==> config.mk <==
export PLATFORM = sky130hd
export DESIGN_NAME = sata_regfis_host
export DESIGN_NICKNAME = d
export VERILOG_FILES = /design/src/rtl/sata_regfis_host.sv
export SDC_FILE = /design/constraint.sdc
export NUM_CORES = 1
export LEC_CHECK = 0
export BUFFER_PORTS_ARGS = -buffer_cell sky130_fd_sc_hd__buf_2
export CORE_MARGIN = 2
export CORE_UTILIZATION = 60
export DETAILED_ROUTE_END_ITERATION = 10
export PLACE_DENSITY = 0.85
export SKIP_LAST_GASP = 1
export SLEW_MARGIN = 20
export SYNTH_ARGS = -nofsm -noshare
export SYNTH_HDL_FRONTEND = slang
export SYNTH_SLANG_ARGS = --single-unit
export TNS_END_PERCENT = 30
==> constraint.sdc <==
create_clock -name i_clk -period 29.6 [get_ports i_clk]
set_input_delay 5.92 -clock i_clk [delete_from_list [all_inputs] [get_ports i_clk]]
set_output_delay 5.92 -clock i_clk [all_outputs]
set_load 0.05 [all_outputs]
==> src/rtl/sata_regfis_host.sv <==
// SATA host command initiator: sends one H2D Register FIS per command and
// parses the D2H Register FIS reply into status/error/LBA/count.
module sata_regfis_host #(
  parameter int         LGTIMEOUT    = 20,
  parameter logic [3:0] PMPORT       = 4'h0,
  parameter bit         OPT_LOWPOWER = 1'b0
) (
  input  logic        i_clk,
  input  logic        i_reset,
  input  logic        i_cmd_valid,
  output logic        o_cmd_ready,
  input  logic [7:0]  i_cmd_command,
  input  logic [15:0] i_cmd_features,
  input  logic [47:0] i_cmd_lba,
  input  logic [15:0] i_cmd_count,
  input  logic [7:0]  i_cmd_device,
  input  logic [7:0]  i_cmd_control,
  input  logic [7:0]  i_cmd_icc,
  output logic        m_valid,
  input  logic        m_ready,
  output logic [31:0] m_data,
  output logic        m_last,
  input  logic        s_valid,
  input  logic [31:0] s_data,
  input  logic        s_last,
  input  logic        s_abort,
  output logic        o_busy,
  output logic        o_done,
  output logic [1:0]  o_fail,
  output logic [7:0]  o_status,
  output logic [7:0]  o_error,
  output logic [47:0] o_lba,
  output logic [15:0] o_count
);
  typedef enum logic [1:0] {S_IDLE, S_SEND, S_WAIT} state_t;

  localparam logic [LGTIMEOUT-1:0] TONE  = 1;
  localparam logic [LGTIMEOUT-1:0] TLAST = {{(LGTIMEOUT-1){1'b1}}, 1'b0};

  state_t state_q, state_d;
  logic [7:0]  cmd_q, dev_q, ctl_q, icc_q;
  logic [15:0] feat_q, cnt_q;
  logic [47:0] lba_q;
  logic [2:0]  w_q, r_q;
  logic [31:0] mdata_q;
  logic        mlast_q, disc_q;
  logic [LGTIMEOUT-1:0] timer_q;
  logic [7:0]  cap_err_q, cap_err_d, cap_st_q, cap_st_d;
  logic [47:0] cap_lba_q, cap_lba_d;
  logic [15:0] cap_cnt_q, cap_cnt_d;
  logic        done_q;
  logic [1:0]  fail_q;
  logic [7:0]  status_q, error_q;
  logic [47:0] olba_q;
  logic [15:0] ocnt_q;

  function automatic logic [31:0] fis_word(input logic [2:0] idx, input logic [7:0] cmd,
      input logic [15:0] feat, input logic [47:0] lba, input logic [15:0] cnt,
      input logic [7:0] dev, input logic [7:0] ctl, input logic [7:0] icc);
    case (idx)
      3'd0:    fis_word = {feat[7:0], cmd, 1'b1, 3'b000, PMPORT, 8'h27};
      3'd1:    fis_word = {dev, lba[23:0]};
      3'd2:    fis_word = {feat[15:8], lba[47:24]};
      3'd3:    fis_word = {ctl, icc, cnt};
      default: fis_word = 32'h0;
    endcase
  endfunction

  logic accept, hs, hs_end, in_wait, rx, type_bad, fin, fin_ok, tmo;
  assign accept   = (state_q == S_IDLE) && i_cmd_valid;
  assign hs       = (state_q == S_SEND) && m_ready;
  assign hs_end   = hs && (w_q == 3'd4);
  assign in_wait  = (state_q == S_WAIT);
  assign rx       = in_wait && s_valid && !s_abort && !disc_q;
  assign type_bad = rx && (r_q == 3'd0) && (s_data[7:0] != 8'h34);
  assign fin      = rx && s_last && !type_bad;
  assign fin_ok   = fin && (r_q == 3'd4);
  // A final word landing on the timeout cycle wins over the timeout
  assign tmo      = in_wait && (timer_q == TLAST) && !fin;

  always_comb begin
    cap_err_d = cap_err_q;
    cap_st_d  = cap_st_q;
    cap_lba_d = cap_lba_q;
    cap_cnt_d = cap_cnt_q;
    if (rx && !type_bad) begin
      case (r_q)
        3'd0: begin cap_err_d = s_data[31:24]; cap_st_d = s_data[23:16]; end
        3'd1: cap_lba_d[23:0]  = s_data[23:0];
        3'd2: cap_lba_d[47:24] = s_data[23:0];
        3'd3: cap_cnt_d = s_data[15:0];
        default: ;
      endcase
    end
  end

  always_ff @(posedge i_clk or posedge i_reset) begin
    if (i_reset) state_q <= S_IDLE;
    else         state_q <= state_d;
  end

  always_comb begin
    state_d = state_q;
    case (state_q)
      S_IDLE:  if (accept) state_d = S_SEND;
      S_SEND:  if (hs_end) state_d = S_WAIT;
      S_WAIT:  if (fin || tmo) state_d = S_IDLE;
      default: state_d = S_IDLE;
    endcase
  end

  always_comb begin
    o_cmd_ready = (state_q == S_IDLE);
    o_busy      = (state_q != S_IDLE);
    m_valid     = (state_q == S_SEND);
  end

  assign m_data   = (OPT_LOWPOWER && !m_valid) ? 32'h0 : mdata_q;
  assign m_last   = m_valid && mlast_q;
  assign o_done   = done_q;
  assign o_fail   = fail_q;
  assign o_status = status_q;
  assign o_error  = error_q;
  assign o_lba    = olba_q;
  assign o_count  = ocnt_q;

  always_ff @(posedge i_clk or posedge i_reset) begin
    if (i_reset) begin
      cmd_q <= '0; dev_q <= '0; ctl_q <= '0; icc_q <= '0;
      feat_q <= '0; cnt_q <= '0; lba_q <= '0;
      w_q <= '0; mdata_q <= '0; mlast_q <= 1'b0;
    end else if (accept) begin
      cmd_q <= i_cmd_command; feat_q <= i_cmd_features; lba_q <= i_cmd_lba;
      cnt_q <= i_cmd_count; dev_q <= i_cmd_device; ctl_q <= i_cmd_control;
      icc_q <= i_cmd_icc;
      w_q <= '0; mlast_q <= 1'b0;
      mdata_q <= fis_word(3'd0, i_cmd_command, i_cmd_features, i_cmd_lba,
                          i_cmd_count, i_cmd_device, i_cmd_control, i_cmd_icc);
    end else if (hs) begin
      if (hs_end) begin
        w_q <= '0; mdata_q <= '0; mlast_q <= 1'b0;
      end else begin
        w_q     <= w_q + 3'd1;
        mlast_q <= (w_q == 3'd3);
        mdata_q <= fis_word(w_q + 3'd1, cmd_q, feat_q, lba_q, cnt_q, dev_q, ctl_q, icc_q);
      end
    end
  end

  // Response tracking: disc_q swallows a foreign frame up to its s_last
  always_ff @(posedge i_clk or posedge i_reset) begin
    if (i_reset) begin
      timer_q <= '0; r_q <= '0; disc_q <= 1'b0;
      cap_err_q <= '0; cap_st_q <= '0; cap_lba_q <= '0; cap_cnt_q <= '0;
    end else if (hs_end) begin
      timer_q <= '0; r_q <= '0; disc_q <= 1'b0;
    end else if (in_wait) begin
      timer_q   <= timer_q + TONE;
      cap_err_q <= cap_err_d; cap_st_q <= cap_st_d;
      cap_lba_q <= cap_lba_d; cap_cnt_q <= cap_cnt_d;
      if (s_abort) begin
        r_q <= '0; disc_q <= 1'b0;
      end else if (s_valid) begin
        if (disc_q) begin
          if (s_last) begin r_q <= '0; disc_q <= 1'b0; end
        end else if (type_bad) begin
          r_q <= '0; disc_q <= !s_last;
        end else if (s_last) begin
          r_q <= '0;
        end else if (r_q != 3'd7) begin
          r_q <= r_q + 3'd1;
        end
      end
    end
  end

  always_ff @(posedge i_clk or posedge i_reset) begin
    if (i_reset) begin
      done_q <= 1'b0; fail_q <= '0; status_q <= '0; error_q <= '0;
      olba_q <= '0; ocnt_q <= '0;
    end else begin
      done_q <= fin || tmo;
      if (fin) begin
        fail_q   <= fin_ok ? 2'd0 : 2'd2;
        status_q <= cap_st_d;
        error_q  <= cap_err_d;
        if (fin_ok) begin
          olba_q <= cap_lba_d;
          ocnt_q <= cap_cnt_d;
        end
      end else if (tmo) begin
        fail_q <= 2'd1;
      end
    end
  end
endmodule

==> metrics.txt <==
First-pass DRT Iterations 7; flop2flop setup slack ~27 ns; top_reg_cell synth dfrtp_1; max-cap violations 0; crit share post-route between 20% and 30%; Detailed Route Iter0 Violations 739; crit path max fanout around 150; Synth area leader dfrtp_1; Vias 10,108; synth top area cells dfrtp_1 59%, mux2_2 11%, mux2_4 5.1%, nand2_1 4.3%, a22oi_1 2.0%; DP Area 15,700 um2; Port Buf Inserts between 200 and 300; met3 wire len about 3200 um; Max-slew headroom around 29%; die area 24,900 um2; met1 WL between 10,000 and 15,000 um; post-synth top area share between 50% and 60%; DRC Markers 0; cell mode on critical path buf_4; Initial Util 60.8%; syn_nets ~1,300; clk_lat worst skew approximately 0.52 ns; gpl congestion slightly below 0.8; clk slew on worst S/H paths 0.06 ns; Seq/Total Area, Yosys 59.3%; Root Buffer Master clkbuf_16; Final Skew 0.0165 ns; ANT nets after route 0; Worst IR Drop VDD 0.0816 mV; register area around 8400 um2; drt wl/cell ~20 um; slew of the pin with the lowest slew margin between 1 and 1.5 ns; crit end category asynchronous set/reset pin; Sum Neg Setup Slack 0 ns; status finished, final reports clean; Site Rows 56; mux share of post-synthesis cell area around 16%; Setup Fix Bufs, Post-CTS 0; largest family of logic cells by synthesized area multiplexers; DR top layer met5; adder-cell share of the synthesized area between 1 and 1.5%; Slew Limit Fails 0; Finished Cell Area 16,900 um2; CP Launch Type primary input; setup violators final 0; FILL cells 1,567; post-DP HPWL about 22,000 um; H-Tree Depth 2; async set or reset register ratio after synthesis 100%; Mapped Area ~14,000 um2; CTS tree done; worst min path class flip-flop to flip-flop; Post-synth EDFFs 0; Synth warnings 0; RSZ-0062 raised after global routing false; slowest stage cell, crit path buf_4; Worst EP required approximately 30 ns; height of the die approximately 160 um; Synth Area in XOR/XNOR 0.678%; Crit path largest cell delay between 0.8 and 0.9 ns; data arrival time of the critical path 8.46 ns; DR vias/cell roughly 5.9; nets@finish between 1,500 and 2,000; CTS buffer count 35; I/O pin count between 200 and 300; largest net degree at the start of global routing between 100 and 150; chip width 158 um; Avg Cell Area, Syn around 13 um2; Synth Area in Simple Gates between 9 and 10%; final hold vios 0; Final Critical Period 7.95 ns; Synth Area in Compound Gates 10.0%; Cells after Synth approximately 1,100; layout cells sized above 1 between 30% and 40%; post-CTS sizing 0; Multi-input gate area 5380 um2; initial antenna violation count 7; Placeable Area 23,400 um2; met2 wire length between 15,000 and 20,000 um; Max Root-Sink Buffers 3; Crit Path Class primary input to asynchronous set/reset pin; first-pass GRT wire length about 54,000 um; P_leak between 8 and 9 nW; Area Overhead vs Synth 19.1%; Max Freq between 0.1 and 0.15 GHz; vias in the first global route between 10,000 and 15,000; cts hold-fix bufs 0; Cell Chain, Critical Path buf_2, inv_8, buf_4, buf_4; GR Util All Layers around 28%; power per standard cell area 86.3 nW/um2; Clock Sinks around 340; Routed WL 34,500 um; Distinct cells, synth 59; Synth Register Bits about 340; total gr overflow 0
critical path: cells and delay by family:
kind / cells / cell delay, ns
buffers and inverters: 4 / 2.42
routing by layer:
layer | global-route usage (%) | vias to the layer above
met4 | 10.8 | 4
li1 | - | 4529
met2 | 46.1 | 389
met1 | 33.0 | 5105
met5 | 0 | -
met3 | 9.14 | 81
through the flow:
| step | total power, mW | setup WS, ns | util, % | instances | hold slack (ns) |
|---|---|---|---|---|---|
| global placement | 0.983 | 21.06 | 67.2 | 1652 | 0.443 |
| finish | 1.46 | 21.65 | 72.4 | 1719 | 0.460 |
| detailed placement | 1.00 | 21.02 | 67.2 | 1652 | 0.447 |
| global route | 1.52 | 21.19 | 72.3 | 1717 | 0.494 |
| floorplan | 0.901 | 14.34 | - | 1125 | 0.433 |
| CTS | 1.46 | 21.56 | 72.3 | 1714 | 0.462 |
state kept, by name, indices dropped and copies added (netlist names), 3 cells and up:
signal     cells
cnt_q         16
w_q            3
cap_err_q      8
o_status       8
feat_q        16
m_data        32
o_count       16
cap_st_q       8
o_error        8
timer_q       20
dev_q          8
cmd_q          8
cap_cnt_q     16
cap_lba_q     48
r_q            3
ctl_q          8
o_lba         48
icc_q          8
lba_q         48
cell usage in the layout, fill, tap and decap left out, types with 6 or more instances in the layout:
| cell type | n |
|---|---|
| ha_1 | 15 |
| mux2_4 | 48 |
| a41oi_1 | 14 |
| o2bb2ai_1 | 11 |
| a222oi_1 | 11 |
| nand3_1 | 26 |
| inv_1 | 10 |
| xnor2_1 | 6 |
| nand4_1 | 10 |
| nand2_1 | 163 |
| mux2_2 | 144 |
| buf_4 | 15 |
| clkbuf_8 | 9 |
| buf_2 | 269 |
| a221o_1 | 16 |
| clkbuf_16 | 35 |
| o21ai_0 | 37 |
| a21oi_1 | 48 |
| nor2_1 | 31 |
| or4_1 | 8 |
| dfrtp_1 | 337 |
| a22oi_1 | 37 |
path summary, 6_finish.rpt:
| check | startpoint | end | cells after the start |
|---|---|---|---|
| worst max-delay path | i_reset | lba_q[15]$_DFFE_PP0P_ | 4 |
| worst min-delay path | cap_lba_q[44]$_DFFE_PP0P_ | o_lba[44]$_DFFE_PP0P_ | 2 |
| worst max register to register | r_q[2]$_DFFE_PP0P_ | cap_cnt_q[15]$_DFFE_PP0P_ | 5 |
| worst min register to register | cap_lba_q[44]$_DFFE_PP0P_ | o_lba[44]$_DFFE_PP0P_ | 2 |
| max in group i_clk | s_abort | o_status[2]$_DFFE_PP0P_ | 6 |
| min in group asynchronous | i_reset | feat_q[14]$_DFFE_PP0P_ | 2 |
synthesized netlist by cell type, drive strengths merged, types with 15 or more instances:
| cell type | n |
|---|---|
| buf | 38 |
| nand3 | 27 |
| clkbuf | 38 |
| nor2 | 32 |
| ha | 15 |
| a21oi | 48 |
| mux2 | 192 |
| dfrtp | 337 |
| a221o | 16 |
| o21ai | 39 |
| nand2 | 163 |
| a22oi | 37 |
power by group:
group          switching (mW)  internal (mW)
Sequential             0.0661          0.565
Clock                   0.180          0.276
Combinational           0.219          0.155
Total                   0.465          0.996
final cells by class:
cell class	count	area share, %
sequential	337	49.8
clock inverter	13	1.06
multi-input combinational	701	31.8
clock buffer	49	6.01
timing repair buffer	284	8.62
tap	319	2.36
antenna	5	0.0739
inverter	11	0.288
cell families (layout without fill, tap and decap cells):
logic type                 count (synthesis)  after routing
DFF                                      337            337
and+or+nand+nor                          281            281
AOI/OAI and AO/OA                        202            202
adders and majority gates                 15             15
muxes                                    192            192
buffers and inverters                     87            357
other                                      0              5
xor gates and xnor gates                  11             11
No activity file was read; power rests on OpenSTA's default activity.
